==> src/rtl/branch_history_tracker_if.sv <==
// Fetch-side predictor <-> branch history tracker bundle.
// master = fetch/resolve side, slave = tracker.
interface branch_history_tracker_if #(
  parameter int HIST_W = 4,
  parameter int DEPTH  = 4
);
  localparam int CW = $clog2(DEPTH + 1);

  logic [HIST_W-1:0] his_index;
  logic              pred_valid;
  logic              pred_taken;
  logic              pred_ready;
  logic              res_valid;
  logic              res_taken;
  logic              upd_en;
  logic [HIST_W-1:0] upd_index;
  logic              upd_taken;
  logic              mispredict;
  logic [CW-1:0]     inflight;
  logic [15:0]       stat_resolved;
  logic [15:0]       stat_mispred;

  modport master (
    output pred_valid, pred_taken,
    output res_valid, res_taken,
    input  his_index, pred_ready,
    input  upd_en, upd_index, upd_taken,
    input  mispredict, inflight,
    input  stat_resolved, stat_mispred
  );

  modport slave (
    input  pred_valid, pred_taken,
    input  res_valid, res_taken,
    output his_index, pred_ready,
    output upd_en, upd_index, upd_taken,
    output mispredict, inflight,
    output stat_resolved, stat_mispred
  );
endinterface

==> src/rtl/branch_history_tracker.sv <==
// Speculative global history + in-flight branch queue with mispredict repair.
// Optional counters built only when BHT_STATS_EN is defined.
module branch_history_tracker #(
  parameter int HIST_W = 4,
  parameter int DEPTH  = 4
) (
  input logic clk,
  input logic rst,
  branch_history_tracker_if.slave bus
);
  localparam int PW = $clog2(DEPTH);
  localparam int CW = $clog2(DEPTH + 1);

  typedef struct packed {
    logic [HIST_W-1:0] hist;
    logic              pred;
  } ent_t;

  ent_t              q [DEPTH];
  logic [HIST_W-1:0] spec_hist;
  logic [PW-1:0]     head;
  logic [PW-1:0]     tail;
  logic [CW-1:0]     count;
  logic              upd_en;
  logic [HIST_W-1:0] upd_index;
  logic              upd_taken;
  logic              mispredict;

  logic ready;
  logic pop;
  logic miss;
  logic push;
  ent_t e;

  always_comb begin
    ready = count < CW'(DEPTH);
    e     = q[head];
    pop   = bus.res_valid && (count != '0);
    miss  = pop && (bus.res_taken != e.pred);
    // wrong-path push in a repair cycle is dropped
    push  = bus.pred_valid && ready && !miss;
  end

  always_ff @(posedge clk) begin
    if (push) q[tail] <= '{hist: spec_hist, pred: bus.pred_taken};
  end

  always_ff @(posedge clk) begin
    if (rst) begin
      spec_hist  <= '0;
      head       <= '0;
      tail       <= '0;
      count      <= '0;
      upd_en     <= 1'b0;
      upd_index  <= '0;
      upd_taken  <= 1'b0;
      mispredict <= 1'b0;
    end else begin
      upd_en     <= pop;
      mispredict <= miss;
      if (pop) begin
        upd_index <= e.hist;
        upd_taken <= bus.res_taken;
        head      <= head + PW'(1);
      end
      if (miss) begin
        count     <= '0;
        tail      <= head + PW'(1);
        spec_hist <= {e.hist[HIST_W-2:0], bus.res_taken};
      end else begin
        count <= count + CW'(push) - CW'(pop);
        if (push) begin
          tail      <= tail + PW'(1);
          spec_hist <= {spec_hist[HIST_W-2:0], bus.pred_taken};
        end
      end
    end
  end

`ifdef BHT_STATS_EN
  logic [15:0] n_res;
  logic [15:0] n_mis;

  always_ff @(posedge clk) begin
    if (rst) begin
      n_res <= '0;
      n_mis <= '0;
    end else begin
      if (pop && n_res != 16'hFFFF) n_res <= n_res + 16'd1;
      if (miss && n_mis != 16'hFFFF) n_mis <= n_mis + 16'd1;
    end
  end

  assign bus.stat_resolved = n_res;
  assign bus.stat_mispred  = n_mis;
`else
  assign bus.stat_resolved = '0;
  assign bus.stat_mispred  = '0;
`endif

  assign bus.his_index  = spec_hist;
  assign bus.pred_ready = ready;
  assign bus.inflight   = count;
  assign bus.upd_en     = upd_en;
  assign bus.upd_index  = upd_index;
  assign bus.upd_taken  = upd_taken;
  assign bus.mispredict = mispredict;
endmodule

==> src/flat_wrapper.sv <==
// flat-port wrapper written by rule: the top's interface ports become plain ports
module branch_history_tracker_flat 
#(
  parameter int HIST_W = 4,
  parameter int DEPTH  = 4
)
  (clk, rst, bus_pred_valid, bus_pred_taken, bus_res_valid, bus_res_taken, bus_his_index, bus_pred_ready, bus_upd_en, bus_upd_index, bus_upd_taken, bus_mispredict, bus_inflight, bus_stat_resolved, bus_stat_mispred);
  branch_history_tracker_if #(.HIST_W(HIST_W), .DEPTH(DEPTH)) bus_i ();
  input logic clk;
  input logic rst;
  input wire logic [$bits(bus_i.pred_valid)-1:0] bus_pred_valid;
  input wire logic [$bits(bus_i.pred_taken)-1:0] bus_pred_taken;
  input wire logic [$bits(bus_i.res_valid)-1:0] bus_res_valid;
  input wire logic [$bits(bus_i.res_taken)-1:0] bus_res_taken;
  output wire logic [$bits(bus_i.his_index)-1:0] bus_his_index;
  output wire logic [$bits(bus_i.pred_ready)-1:0] bus_pred_ready;
  output wire logic [$bits(bus_i.upd_en)-1:0] bus_upd_en;
  output wire logic [$bits(bus_i.upd_index)-1:0] bus_upd_index;
  output wire logic [$bits(bus_i.upd_taken)-1:0] bus_upd_taken;
  output wire logic [$bits(bus_i.mispredict)-1:0] bus_mispredict;
  output wire logic [$bits(bus_i.inflight)-1:0] bus_inflight;
  output wire logic [$bits(bus_i.stat_resolved)-1:0] bus_stat_resolved;
  output wire logic [$bits(bus_i.stat_mispred)-1:0] bus_stat_mispred;
  assign bus_i.pred_valid = bus_pred_valid;
  assign bus_i.pred_taken = bus_pred_taken;
  assign bus_i.res_valid = bus_res_valid;
  assign bus_i.res_taken = bus_res_taken;
  assign bus_his_index = bus_i.his_index;
  assign bus_pred_ready = bus_i.pred_ready;
  assign bus_upd_en = bus_i.upd_en;
  assign bus_upd_index = bus_i.upd_index;
  assign bus_upd_taken = bus_i.upd_taken;
  assign bus_mispredict = bus_i.mispredict;
  assign bus_inflight = bus_i.inflight;
  assign bus_stat_resolved = bus_i.stat_resolved;
  assign bus_stat_mispred = bus_i.stat_mispred;
  branch_history_tracker #(.HIST_W(HIST_W), .DEPTH(DEPTH)) u_core (.clk(clk), .rst(rst), .bus(bus_i));
endmodule
==> config.mk <==
export PLATFORM = sky130hd
export DESIGN_NAME = branch_history_tracker_flat
export DESIGN_NICKNAME = d
export VERILOG_FILES = /design/src/rtl/branch_history_tracker_if.sv /design/src/rtl/branch_history_tracker.sv /design/src/flat_wrapper.sv
export SDC_FILE = /design/constraint.sdc
export NUM_CORES = 1
export LEC_CHECK = 0
export BUFFER_PORTS_ARGS = -buffer_cell sky130_fd_sc_hd__buf_2
export CORE_UTILIZATION = 46
export DETAILED_ROUTE_END_ITERATION = 12
export GPL_TIMING_DRIVEN = 0
export PLACE_DENSITY = 0.85
export SLEW_MARGIN = 25
export SYNTH_ARGS = -nofsm -noshare
export SYNTH_HDL_FRONTEND = slang
export SYNTH_SLANG_ARGS = --single-unit
==> constraint.sdc <==
create_clock -name clk -period 2.8 [get_ports clk]
set_clock_uncertainty 0.05 [all_clocks]
set_input_delay 0.42 -clock clk [delete_from_list [all_inputs] [get_ports clk]]
set_output_delay 0.42 -clock clk [all_outputs]
set_load 0.1 [all_outputs]
==> results of run 1 <==
final cells by class:
class                   count  area [sq um]  share of cell area (%)
plain buffers              37         274.0                   11.31
clock buffers               6         72.57                   2.996
clock inverters             2         60.06                   2.479
inverters                   9         33.78                   1.395
multi-input cells         104         738.2                   30.48
flip-flops and latches     40          1006                   41.53
well taps                  50         62.56                   2.583
repair buffers             30         175.2                   7.231
path summary, 6_finish.rpt:
path | to | cells past startpoint
max | u_core.bus.inflight[2]$_SDFF_PP0_ | 11
min | u_core.bus.mispredict$_SDFF_PP0_ | 2
max reg2reg | u_core.bus.inflight[2]$_SDFF_PP0_ | 11
min reg2reg | u_core.bus.upd_index[0]$_SDFFE_PP0P_ | 2
critical path, stage by stage (launching register included):
cell,delay (ps)
dfxtp_2,320
buf_6,100
mux4_2,570
xnor2_4,160
nand2b_4,160
buf_6,130
and2_4,130
ha_2,180
fa_2,380
xnor2_2,150
xnor2_1,110
and3_1,170
power groups by stage:
stage | sequential (mW) | combinational, mW | clock [mW]
floorplan | 1.28 | 0.723 | 0
global placement | 0.880 | 1.28 | 0
detailed placement | 0.888 | 1.31 | 0
CTS | 0.877 | 1.35 | 0.557
global route | 0.898 | 1.52 | 0.581
finish | 0.882 | 1.43 | 0.551
cells in the final DEF, fill, tap and decap left out:
| master | netlist | routed |
|---|---|---|
| buf_4 | 32 | 42 |
| conb_1 | 1 | 32 |
| buf_2 | 0 | 20 |
| edfxtp_1 | 20 | 20 |
| dfxtp_1 | 20 | 16 |
| nand2_1 | 13 | 13 |
| a21oi_1 | 12 | 12 |
| inv_1 | 8 | 8 |
| and3_1 | 7 | 7 |
| nor2_1 | 6 | 6 |
| ha_1 | 6 | 5 |
| clkbuf_8 | 0 | 5 |
| clkbuf_1 | 3 | 4 |
| mux4_1 | 4 | 4 |
| o31ai_1 | 5 | 4 |
| dfxtp_2 | 0 | 4 |
| xnor2_1 | 4 | 3 |
| mux2i_1 | 3 | 3 |
| buf_6 | 2 | 2 |
| o21ai_0 | 2 | 2 |
| xor2_1 | 2 | 2 |
| bufinv_16 | 0 | 2 |
| o31ai_2 | 0 | 1 |
| inv_2 | 1 | 1 |
| mux4_2 | 1 | 1 |
| xnor2_4 | 1 | 1 |
| nand2b_4 | 1 | 1 |
| nor2b_1 | 1 | 1 |
| and2_4 | 0 | 1 |
| mux2_2 | 1 | 1 |
| nor3_1 | 1 | 1 |
| xnor2_2 | 0 | 1 |
| fa_2 | 0 | 1 |
| ha_2 | 0 | 1 |
through the flow:
stage | TNS (ps) | utilization (%) | hold slack [ps] | total power, mW | setup slack [ps]
2_1_floorplan | 0 | - | 449.1 | 2.006 | 48.95
3_3_place_gp | -6.138 | 54.83 | 391.4 | 2.164 | -6.138
3_5_place_dp | -50.10 | 54.83 | 395.5 | 2.200 | -50.10
4_1_cts | 0 | 58.59 | 259.2 | 2.779 | 4.772
5_1_grt | -15.26 | 60.56 | 264.4 | 2.999 | -15.26
6_report | 0 | 60.56 | 266.1 | 2.862 | 74.48
timing repair:
item,in CTS,in global routing
setup endpoints to repair,1,1
resized for setup,1,5
pin swaps,1,4
hold endpoints to repair,0,0
setup buffers,2,8
registers in the layout, summed over array words and instances, names as in the netlist, 2 cells and up, named ones only:
register and flops:
u_core.q 20, u_core.bus.his_index 4, u_core.bus.upd_index 4, u_core.bus.inflight 3, u_core.head 2, u_core.tail 2
cells by family after synthesis:
group,after synthesis,share of synthesized area [%]
adder cells (fa/ha/maj),7,4.977
AO/OA/AOI/OAI,19,5.632
other,1,0.1963
multiplexers,9,8.841
XOR/XNOR,7,4.191
AND/OR/NAND/NOR,30,7.662
flip-flops,40,52.39
buffers and inverters,46,16.11
per-layer routing:
layer | GRT usage [%] | wire length [microns] | share of wire (%) | vias to the layer above
met5 | 0 | 0 | 0 | -
met4 | 7.979 | 21 | 0.64 | 0
met3 | 4.655 | 240 | 7.4 | 3
met2 | 25.89 | 1623 | 50 | 48
met1 | 17.85 | 1377 | 42 | 552
li1 | - | - | - | 621
==> key figures, run 1 <==
Layout
  – Layout area overhead: 26.78%
  – Non-filler cells, final: 278
  – Layout cells sized above 1: 37.28%
  – Number of diodes: 0
  – NumNets Final: 240
  – Post-route cell area: 2422 sq um
  – Filler Cells Inserted: 335

Synth
  – Synth Instances: 159
  – Yosys warnings: 0
  – Count of flip-flops with a built-in enable after synthesis: 20
  – Post-synthesis sequential area ratio: 52.39%
  – Ys async rst share: 0%
  – Most common cell in the synthesized netlist: buf_4
  – Synthesized area: 1911 sq um
  – Netlist cell types: 27
  – Largest area contributor in the netlist: edfxtp_1
  – Top cells by area, synth: edfxtp_1 31%, dfxtp_1 21%, buf_4 13%
  – #FFs+latches synth: 40
  – Synth cell count leaders: 32 x buf_4, 20 x dfxtp_1, 20 x edfxtp_1
  – Synth top area share: 31.43%
  – Syn Area/Cell: 12.02 sq um
  – Most common flop cell mapped by yosys: edfxtp_1

Place
  – DP Area: 2193 sq um
  – GPL Wtd Cong: 0.7940
  – PortBufs: 20
  – Placed insts: 260
  – Hpwl dp: 2.297 mm

Global routing
  – Largest net degree at the start of global routing: 14
  – Initial antenna violation count: 0
  – Total GRT Usage: 15.51%
  – Vias in the first global route: 1,013
  – First-pass GRT wire length: 4.774 mm
  – Total grt overflow: 0

Die
  – Chip Width: 66.45 microns
  – Die Ht: 66.45 microns
  – Core Box Area: 4000 sq um
  – Initial Utilization: 47.76%
  – Row count: 23
  – Ports: 53
  – Die area: 4415 sq um

Setup path
  – CP startpoint kind: register
  – Crit path capture type: register
  – CP Max Fanout: 6
  – Worst Path Arrival: 2860 ps
  – Setup CP Type: register to register
  – Critical Path RT: 2940 ps
  – Reg-to-reg setup timing slack: 70 ps

Clock network
  – CTS tree: yes
  – Worst skew pair latency: 290 ps
  – Clk sinks: 40
  – Hold_buf cts: 0
  – Root buf cell: clkbuf_8
  – CTS Buf Count: 5
  – Clock-pin slew on the worst setup and hold paths: 70 ps
  – CTS Buffer Depth: 2
  – H-tree depth: 2

Pwr
  – Flop pwr share: 30.8%
  – Net Switching: 1.292 mW
  – PD cells: 1181 nW/um^2
  – Total internal power: 1.570 mW
  – Clock power frac: 19.3%
  – Worst vdd ir: 0.5197 mV
  – Logic pwr share: 49.9%
  – Lkg Pwr: 1.136 nW
  – Switching share of power: 45.14%

Routing
  – ANT nets after route: 0
  – Final WL: 3.263 mm
  – Vias: 1,224
  – 1st-pass router iterations: 4
  – Vias per inst: 4.403
  – Wire per inst: 11.74 microns
  – Starting DRT DRC Count: 74
  – Detailed-route DRC error count: 0

STA
  – # setup viols final: 0
  – Final min period: 2726 ps
  – Fin crit share: 97.34%
  – Fin. max-slew vios: 0
  – Fmax: 0.3669 GHz
  – Hold Vio Cnt, Final: 0

Job
  – Max-cap violations: 0

Hold path
  – Hold Startpoint: rst
  – Hold Crit Class: input pin to register

Outcome
  – Status: finished, final reports clean
Power figures use the tool's default switching activity.
==> run 2: changes to the inputs <==
Settings changed: CELL_PAD_IN_SITES_DETAIL_PLACEMENT set to 1, CELL_PAD_IN_SITES_GLOBAL_PLACEMENT set to 1, CORE_UTILIZATION 46 to 36.
==> run 2 against run 1 <==
  * First-iteration DRC count grew 6.8%
  * Worst setup slack gained 1.2 ps
  * Critical path type unchanged
  * Routed wire length grew 20%
  * Sequential share of layout area grew 1.1 points
  * Critical path depth is the same
  * Global-route usage shrank 0.73 points
==> key figures, run 2 (synthesized netlist as in run 1, its figures left out) <==
Layout
  – NumNets Final: 234 (-2.5%)
  – Commonest cells after routing, fill and taps aside: 36 x buf_4, 32 x conb_1, 20 x buf_2, 20 x edfxtp_1, 16 x dfxtp_1
  – Layout cells sized above 1: 35.59% (-1.7 points)
  – Commonest non-fill, non-tap cell in the layout: buf_4
  – Number of diodes: 0 (unchanged)
  – Filler Cells Inserted: 593 (+77%)
  – Layout area overhead: 23.51%
  – Final Util: 46.20% (-14 points)
  – Max reg flops: 20 (unchanged)
  – Most flops, register: u_core.q
  – Non-filler cells, final: 292 (+5.0%)

Clock network
  – CTS Buf Count: 5 (unchanged)
  – Clk sinks: 40 (unchanged)
  – H-tree depth: 2 (unchanged)
  – Root buf cell: clkbuf_8
  – CTS tree: yes
  – Worst skew pair latency: 290 ps (about the same)
  – Hold_buf cts: 0 (unchanged)
  – Clock-pin slew on the worst setup and hold paths: 80 ps (about the same)
  – CTS Buffer Depth: 2 (unchanged)

Routing
  – Detailed-route DRC error count: 0 (unchanged)
  – Wire per inst: 13.36 microns (+14%)
  – ANT nets after route: 0 (unchanged)
  – Vias: 1,250 (+2.1%)
  – Starting DRT DRC Count: 79 (+6.8%)
  – 1st-pass router iterations: 4 (unchanged)
  – Top Metal Used: met4
  – Vias per inst: 4.281 (-2.8%)
  – DR WL met3: 191 microns (-20%)
  – DR WL met2: 2.014 mm (+24%)
  – Met1 wire length: 1.655 mm (+20%)
  – Final WL: 3.902 mm (+20%)

Setup path
  – Worst Path Arrival: 2860 ps (about the same)
  – Reg-to-reg setup timing slack: 80 ps (about the same)
  – R2R Path End: u_core.bus.inflight[2]$_SDFF_PP0_
  – Critical Path RT: 2930 ps (about the same)
  – Setup CP Type: register to register
  – CP startpoint kind: register
  – CP Max Fanout: 10 (+4)
  – R2R depth: 11 (unchanged)
  – Crit path capture type: register

Global routing
  – Largest net degree at the start of global routing: 13 (-1)
  – Total GRT Usage: 14.78% (-0.73 points)
  – Vias in the first global route: 1,200 (+18%)
  – First-pass GRT wire length: 5.899 mm (+24%)
  – Total grt overflow: 0 (unchanged)
  – Initial antenna violation count: 0 (unchanged)

Place
  – Dpl ws: -99.87 ps (-49.78 ps)
  – GPL Wtd Cong: 0.7371 (-7.2%)
  – Hpwl dp: 2.797 mm (+22%)
  – Placed insts: 280 (+7.7%)
  – PortBufs: 20 (unchanged)

Hold path
  – Hold Startpoint: rst
  – Worst hold path endpoint: u_core.bus.mispredict$_SDFF_PP0_
  – Hold-critical path depth: 2 (unchanged)
  – Hold Crit Class: input pin to register

STA
  – Fin. max-slew vios: 0 (unchanged)
  – # setup viols final: 0 (unchanged)
  – Final min period: 2724 ps (-1.167 ps)
  – Setup ws final: 75.65 ps (+1.168 ps)
  – Fin crit share: 97.30% (about the same)
  – Fin Hold WS: 268.9 ps (+2.804 ps)
  – Fmax: 0.3671 GHz (about the same)
  – Hold Vio Cnt, Final: 0 (unchanged)

Die
  – Row count: 26 (+13%)
  – Die area: 5603 sq um (+27%)
  – Ports: 53 (unchanged)
  – Initial Utilization: 37.41% (-10 points)
  – Core Box Area: 5107 sq um (+28%)
  – Chip Width: 74.85 microns (+13%)
  – Die Ht: 74.85 microns (+13%)

Job
  – Max-cap violations: 0 (unchanged)

Pwr
  – PD cells: 1143 nW/um^2 (-3.3%)
  – Worst vdd ir: 0.3578 mV (-31%)
  – Lkg Pwr: 1.093 nW (-3.8%)
  – Tot Pwr: 2.696 mW (-5.8%)

Outcome
  – Status: finished, final reports clean
==> run 2: how the worst max path moves through the flow <==
stage	from	to	slack, ps	depth (start not counted)
after CTS	register	u_core.bus.inflight[2]$_SDFF_PP0_	10	11
after floorplan	register	u_core.bus.inflight[2]$_SDFF_PP0_	50	11
after global placement	register	u_core.bus.inflight[2]$_SDFF_PP0_	-30	11
after global routing	register	u_core.bus.inflight[2]$_SDFF_PP0_	-2	11
final	register	u_core.bus.inflight[2]$_SDFF_PP0_	80	11
after detailed placement	register	u_core.bus.inflight[2]$_SDFF_PP0_	-100	11
==> run 2: area by class of cell <==
type / count / area [sq um] / area share [%]
clock inverters: 2 / 10.01 / 0.4242
clock buffers: 6 / 82.58 / 3.499
well taps: 70 / 87.58 / 3.712
multi-input cells: 104 / 735.7 / 31.18
flip-flops and latches: 40 / 1006 / 42.63
plain buffers: 37 / 274.0 / 11.61
inverters: 9 / 33.78 / 1.432
repair buffers: 24 / 130.1 / 5.514
==> run 2: power by group <==
part / internal (mW) / switching (mW) / total (mW)
clock network: 0.197 / 0.199 / 0.396
logic: 0.393 / 1.02 / 1.42
registers: 0.784 / 0.100 / 0.884
total: 1.37 / 1.32 / 2.70
==> run 2: critical path, cell delays in order (launching register included) <==
cell      delay [ps]
dfxtp_2          330
buf_6             90
mux4_2           560
xnor2_4          170
nand2b_4         160
buf_6            140
and2_1           140
ha_2             180
fa_2             350
xnor2_2          150
xnor2_1          120
and3_1           170
==> run 2: stage by stage <==
stage | setup TNS (ps) | cell area [sq um]
after floorplan | 0 | 2031
after global placement | -30.84 | 2218
after detailed placement | -99.87 | 2218
after CTS | 0 | 2347
after global routing | -1.772 | 2360
final | 0 | 2360
==> run 2: routing by layer <==
layer | vias to the layer above | track usage [%]
met5 | - | 0
met4 | 0 | 4.403
met3 | 7 | 4.418
met2 | 34 | 26.73
met1 | 609 | 16.79
li1 | 600 | -
==> run 2: timing repair <==
action,4_1_cts,5_1_grt
pin swaps,3,3
setup buffers,3,1
endpoints found under the setup margin,1,1
resized for setup,4,1
cloned,0,0
